[config.mk]
export PLATFORM = sky130hd
export DESIGN_NAME = sub16_serial
export DESIGN_NICKNAME = d
export VERILOG_FILES = /design/src/rtl/sub16_serial.sv
export SDC_FILE = /design/constraint.sdc
export NUM_CORES = 1
export LEC_CHECK = 0
export ABC_AREA = 1
export CAP_MARGIN = 20
export CORE_MARGIN = 8
export CORE_UTILIZATION = 35
export DETAILED_ROUTE_END_ITERATION = 16
export PLACE_DENSITY = 0.71
export SYNTH_ARGS = -nofsm -noshare
export SYNTH_HDL_FRONTEND = slang
export SYNTH_SLANG_ARGS = --single-unit
[constraint.sdc]
create_clock -name clk -period 1.3 [get_ports clk]
set_input_delay 0.26 -clock clk [delete_from_list [all_inputs] [get_ports clk]]
set_output_delay 0.26 -clock clk [all_outputs]
set_load 0.02 [all_outputs]
[src/rtl/sub16_serial.sv]
// sub16_serial: bit-serial subtractor, diff = a + ~b + 1 through one shared adder slice.
// Latency: acceptance edge through DONE entry spans STEPS+1 clock edges; one result per STEPS+2 clocks at best.
// Backpressure: in_ready only in IDLE; the result is held in DONE until out_ready (unbounded stall).
// Optional feature macro SUB16_SERIAL_OVF_EN adds the signed overflow output 'ovf'.
module sub16_serial #(
  parameter int WIDTH          = 16,
  parameter int BITS_PER_CYCLE = 1
) (
  input  logic             clk,
  input  logic             rst_n,
  input  logic             in_valid,
  output logic             in_ready,
  input  logic [WIDTH-1:0] a,
  input  logic [WIDTH-1:0] b,
  output logic             out_valid,
  input  logic             out_ready,
  output logic [WIDTH-1:0] diff,
  output logic             borrow,
  output logic             zr,
  output logic             ng
`ifdef SUB16_SERIAL_OVF_EN
  ,
  output logic             ovf
`endif
);

  localparam int STEPS  = WIDTH / BITS_PER_CYCLE;
  localparam int STEP_W = (STEPS > 1) ? $clog2(STEPS) : 1;
  localparam logic [STEP_W-1:0] LAST_STEP = STEP_W'(STEPS - 1);

  typedef enum logic [1:0] {
    S_IDLE = 2'd0,
    S_RUN  = 2'd1,
    S_DONE = 2'd2
  } state_t;

  state_t                   state_q;
  logic [WIDTH-1:0]         sa_q;
  logic [WIDTH-1:0]         sb_q;
  logic [WIDTH-1:0]         res_q;
  logic                     carry_q;
  logic [STEP_W-1:0]        step_q;
  logic                     in_ready_q;
  logic                     out_valid_q;
  logic [WIDTH-1:0]         diff_q;
  logic                     borrow_q;
  logic                     zr_q;
  logic                     ng_q;

  // Shared adder slice and the values it feeds back each RUN cycle
  logic [BITS_PER_CYCLE:0]              slice_d;
  logic [WIDTH+BITS_PER_CYCLE-1:0]      shifted_d;
  logic [WIDTH-1:0]                     res_d;
  logic [WIDTH-1:0]                     sa_d;
  logic [WIDTH-1:0]                     sb_d;
  logic                                 carry_d;

`ifdef SUB16_SERIAL_OVF_EN
  logic a_msb_q;
  logic b_msb_q;
  logic ovf_q;
  logic ovf_d;
`endif

  // One slice of the ripple: low bits of both operands plus carry, sum enters result from the MSB side
  always_comb begin
    slice_d   = {1'b0, sa_q[BITS_PER_CYCLE-1:0]} + {1'b0, sb_q[BITS_PER_CYCLE-1:0]}
              + {{BITS_PER_CYCLE{1'b0}}, carry_q};
    shifted_d = {slice_d[BITS_PER_CYCLE-1:0], res_q};
    res_d     = shifted_d[WIDTH+BITS_PER_CYCLE-1:BITS_PER_CYCLE];
    sa_d      = sa_q >> BITS_PER_CYCLE;
    sb_d      = sb_q >> BITS_PER_CYCLE;
    carry_d   = slice_d[BITS_PER_CYCLE];
  end

`ifdef SUB16_SERIAL_OVF_EN
  // Signed overflow: operand signs differ and the result sign departs from the minuend's
  always_comb begin
    ovf_d = (a_msb_q != b_msb_q) && (res_d[WIDTH-1] != a_msb_q);
  end
`endif

  // Control FSM with registered handshake and result outputs
  always_ff @(posedge clk) begin
    if (!rst_n) begin
      state_q     <= S_IDLE;
      sa_q        <= '0;
      sb_q        <= '0;
      res_q       <= '0;
      carry_q     <= 1'b0;
      step_q      <= '0;
      in_ready_q  <= 1'b1;
      out_valid_q <= 1'b0;
      diff_q      <= '0;
      borrow_q    <= 1'b0;
      zr_q        <= 1'b0;
      ng_q        <= 1'b0;
`ifdef SUB16_SERIAL_OVF_EN
      a_msb_q     <= 1'b0;
      b_msb_q     <= 1'b0;
      ovf_q       <= 1'b0;
`endif
    end else begin
      case (state_q)
        S_IDLE: begin
          if (in_valid && in_ready_q) begin
            // Two's complement subtraction: invert b and seed the carry with 1
            sa_q       <= a;
            sb_q       <= ~b;
            res_q      <= '0;
            carry_q    <= 1'b1;
            step_q     <= '0;
            in_ready_q <= 1'b0;
            state_q    <= S_RUN;
`ifdef SUB16_SERIAL_OVF_EN
            a_msb_q    <= a[WIDTH-1];
            b_msb_q    <= b[WIDTH-1];
`endif
          end
        end
        S_RUN: begin
          sa_q    <= sa_d;
          sb_q    <= sb_d;
          res_q   <= res_d;
          carry_q <= carry_d;
          step_q  <= step_q + 1'b1;
          if (step_q == LAST_STEP) begin
            // Final slice: publish result and all flags on the same edge
            diff_q      <= res_d;
            borrow_q    <= ~carry_d;
            zr_q        <= (res_d == '0);
            ng_q        <= res_d[WIDTH-1];
`ifdef SUB16_SERIAL_OVF_EN
            ovf_q       <= ovf_d;
`endif
            out_valid_q <= 1'b1;
            state_q     <= S_DONE;
          end
        end
        S_DONE: begin
          if (out_valid_q && out_ready) begin
            out_valid_q <= 1'b0;
            in_ready_q  <= 1'b1;
            state_q     <= S_IDLE;
          end
        end
        default: begin
          state_q     <= S_IDLE;
          in_ready_q  <= 1'b1;
          out_valid_q <= 1'b0;
        end
      endcase
    end
  end

  assign in_ready  = in_ready_q;
  assign out_valid = out_valid_q;
  assign diff      = diff_q;
  assign borrow    = borrow_q;
  assign zr        = zr_q;
  assign ng        = ng_q;
`ifdef SUB16_SERIAL_OVF_EN
  assign ovf       = ovf_q;
`endif

endmodule

# == Yosys cells after proc, flatten, opt, wreduce, memory -nomap -nowiden ==
# Cells that the tools add are included.
# word_totals
regBits,76
inputBits,36
output_inout_bits,21
word_cells,55
# classes
n_addsub,3
n_eq_ne,6
mux,20
bitwise_logic,4
n_reduce_logical,10
# ops
op,count
$pmux 16 s2,3
$mux 16,3
$logic_not 16->1,1
$not 16->16,1
$reduce_and 3->1,3
$pmux 4 s2,1
$mux 2,3
$ne 2x2->1 const B,3
$pmux 1 s3,2
$pmux 2 s3,1
$mux 1,5
$add 4x1->4 const B,1
$eq 4x4->1 const B,1
$mux 4,1
$reduce_and 2->1,2
$not 1->1,3
$add 1x1->2,1
$add 2x1->2,1
$eq 2x1->1 const B,1
$eq 2x2->1 const B,1
$logic_and 1x1->1,2
$logic_not 2->1,1
$pmux 1 s2,1
$reduce_bool 2->1,1

# == Longest topological paths before layout ==
# logic_depth
depth_word,3
ltp_mapped,9
ltp_nobuf,8

# == Worst setup path before layout ==
# OpenSTA, ideal clock, no wires.
# synth_path
kind,reg2reg
start,reg sa_q[0]
end,"reg zr_q, in the netlist zr"
arrival_ps,1253
t_required_ps,1230
slack_ps,-23
path_stages_with_launch,9
synth_period_minus_slack_ps,1323
path_cell_list,dfxtp_1 -> inv_1 -> fa_1 -> inv_1 -> nor2_1 -> nand2_1 -> nor2_1 -> nand2_1 -> a21oi_1
# synth_between
elab_chain_cells,3
# synth_lines
element,line_no,source
"start, declared",38,logic [WIDTH-1:0] sa_q;
"start signal, assigned",87,sa_q <= '0;
"start signal, assigned",108,sa_q <= a;
"start signal, assigned",122,sa_q <= sa_d;
$add 1x1->2,67,"slice_d = {1'b0, sa_q[BITS_PER_CYCLE-1:0]} + {1'b0, sb_q[BITS_PER_CYCLE-1:0]}"
$add 2x1->2,68,"+ {{BITS_PER_CYCLE{1'b0}}, carry_q};"
$logic_not 16->1,131,zr_q <= (res_d == '0);
"end signal, assigned",131,
"end, declared",47,logic zr_q;
# No other way between the ends.
# A chain may end at the register's enable or synchronous reset.

# == Worst setup path after layout ==
# layout_path
start,reg carry_q
end,reg res_q[15]
# layout_between
elab_chain_cells,2
# layout_lines
element,line_no,source
"start, declared",41,logic carry_q;
"start signal, assigned",125,carry_q <= carry_d;
$add 2x1->2,68,
$pmux 16 s2,104,case (state_q)
"end signal, assigned",124,res_q <= res_d;
"end, declared",40,logic [WIDTH-1:0] res_q;
# No other way between the ends.

==> metrics.yaml <==
floorplanning:
  start_util: 0.358
  io_pins: 57
  rows: 34
  core_area_um2: 8640
  die_area_um2: 12100
  die_w_um: 110
  die_h_um: 110
drt:
  post-route-drc-count: 0
  drt_first_pass_iters: 4
  drtAntennaViolNets: 0
  routed_wirelength_mm: 7.85
  vias_per_cell: 4.71
  vias: 2889
  drt-initial-drc-count: 160
  wire_per_inst_um: 12.8
logic_synthesis:
  syn_nets: 477
  ys_seq_area_frac: 0.479
  syn_area_um2: 3090
  ys_seq_elements: 74
  yosysUniqueCellTypes: 23
  synth_top_cell_area_share: 0.479
  syn_area_per_cell_um2: 7.04
  yosys.area.top_type: "dfxtp_1"
  yosys-top-cells-area: "dfxtp_1 (48%), nand2_1 (18%), nor2_1 (9.3%), a21oi_1 (6.6%), o21ai_0 (6.6%)"
  ys_warn_count: 0
  synth_cells: 439
final_layout:
  fillers: 840
  areaGrowthSynthToFinish_pct: 32.6
  diodes: 0
  fin_nets: 541
  drive_gt1_frac: 0.133
hold_path:
  hold_depth: 2
  hold_end: "diff[9]"
  hold_path_class: "register to register"
  hp-start: "diff[9]"
sta:
  setup_violations: 3
  finalCritPeriodShare: 1.09
  min_period_ns: 1.41
  max_freq_mhz: 708
  drv_slew: 0
  maxSlewHeadroom: 0.839
  holdWs_ns: 0.462
  clock_skew_ns: 0.00578
  layout_setup_ws_ns: -0.112
  rsz0062_at_grt: "true"
  hold_viol: 0
  tightest_slew_ns: 0.239
  timing.setup.tns_ns: -0.288
place:
  gp_congestion: 0.798
  post-dp-hpwl_mm: 5.10
  portBuffers: 56
power:
  pwr_density_cell_nw_per_um2: 1190
  power_w: 0.00488
  p_leak_nw: 1.64
  irDropWorstVdd_mv: 0.499
global_routing:
  antenna_found_initial: 0
  grt_pass1_wl_mm: 12.4
  grt_max_degree: 31
  grt_pass1_vias: 2814
  grt_use_total: 0.128
  grt-ovfl-total: 0
clocking:
  cts-htree-levels: 3
  clock_latency_ns: 0.33
  clkTransAtPathRegs_ns: 0.07
  cts_buffers: 9
  root_buffer: "clkbuf_8"
  cts_sinks: 74
  tritoncts: "yes"
  ctsHoldBuffers: 0
  clockBufferDepth: 2
setup_path:
  crit_required_ns: 1.52
  cpMostUsedCell: "inv_2"
  r2r_slack_ns: -0.11
  cpMaxStageDelayCell: "fa_1"
  cp_num_cells: 7
  rr_endpoint: "res_q[15]"
  crit_family: "adder cells"
  reg2reg_depth: 7
  r2r-start: "carry_q"
  cp_max_fo: 2
  crit_path_start_kind: "register"
  max_stage_delay_ns: 0.55
  end_kind: "register"
  critical_path_arrival_ns: 1.63
  path_cells: "inv_2, fa_1, inv_2, buf_4, buf_6, nand2_2, a21oi_1"
  critical_path_class: "register to register"
  critPathBufInv: 4
job:
  drv_cap: 0
status:
  failed_checks: "negative setup slack"
  status: "finished with violations"
-- layout make-up --
type,count,area (um2),area share
multi-input combinational,327,1470,0.358
inverter,13,61.3,0.0150
tap,108,135,0.0330
sequential,74,1490,0.364
clock buffer,13,159,0.0388
timing repair buffer,78,786,0.192
-- synth_stat cells --
master and instances:
nor2_4 1, nor2_1 77, nor3_1 1, clkbuf_1 9, clkinv_1 1, nand2_2 1
nand3_1 4, fa_1 1, inv_4 1, o21ai_1 9, a21oi_1 41, buf_1 1
ha_1 1, buf_2 7, nand2_1 147, o21ai_2 1, o21ai_0 41, inv_1 9
inv_2 2, buf_6 5, dfxtp_1 74, nand2_8 1, buf_4 4
-- how the worst max path moves through the flow --
stage,startpoint,end,slack [ns]
3_5_place_dp,in_valid,sa_q[11],-0.24
3_3_place_gp,in_valid,res_q[9],-0.19
5_1_grt,carry_q,zr,-0.18
4_1_cts,carry_q,zr,-0.08
2_1_floorplan,sa_q[0],zr,-0.02
6_report,carry_q,res_q[15],-0.11
-- sequential cells by signal (all words and copies together), names as in the netlist --
signal,flops
sa_q,16
borrow,1
sb_q,16
res_q,15
carry_q,1
out_valid,1
zr,1
in_ready,1
state_q,2
step_q,4
diff,16
-- report_power, final --
part / switching [W] / internal [W]
registers: 0.0000745 / 0.00241
logic: 0.000479 / 0.000407
clock network: 0.000739 / 0.000768
total: 0.00129 / 0.00358
-- per-stage QoR --
stage | area (um2) | instances | setup slack [ns] | util
after CTS | 3960 | 607 | -0.0806 | 0.458
after global routing | 4100 | 613 | -0.182 | 0.475
after floorplan | 3090 | 439 | -0.0227 | -
after global placement | 3810 | 594 | -0.188 | 0.441
after detailed placement | 3810 | 594 | -0.241 | 0.441
final | 4100 | 613 | -0.112 | 0.475
-- cells in the final DEF, fill, tap and decap left out, types with 11 or more instances in the layout --
cell type        Yosys  final
clkdlybuf4s15_1      0     11
dfxtp_1             74     67
clkdlybuf4s50_1      0     35
nand2_1            147    145
nor2_1              77     74
o21ai_1              9     11
clkbuf_8             0     11
buf_4                4     14
o21ai_0             41     39
a21oi_1             41     39
-- metal layers --
| metal | vias up | part of all wire | track usage |
|---|---|---|---|
| li1 | 1516 | - | - |
| met1 | 1325 | 0.45 | 0.150 |
| met2 | 41 | 0.50 | 0.214 |
| met3 | 7 | 0.045 | 0.0326 |
| met4 | 0 | 0.0096 | 0.0598 |
| met5 | - | 0 | 0 |
-- worst register-to-register path, cell delays in order (launching register included) --
cell     delay (ns)
dfxtp_2        0.32
inv_2          0.04
fa_1           0.55
inv_2          0.05
buf_4          0.12
buf_6          0.12
nand2_2        0.05
a21oi_1        0.06
-- timing repair --
action,CTS,global route
pin swaps,1,2
resized for setup,33,46
setup endpoints to repair,38,79
setup buffers,0,3
gates cloned,0,3
-- logic make-up (layout without fill, tap and decap cells) --
logic type / after synthesis / in the layout / share of synthesized area
AOI/OAI and AO/OA: 92 / 92 / 0.150
adders and majority gates: 2 / 2 / 0.0105
buffers and inverters: 39 / 104 / 0.0680
DFF: 74 / 74 / 0.479
and+or+nand+nor: 232 / 233 / 0.292
No activity file was read; power rests on OpenSTA's default activity.
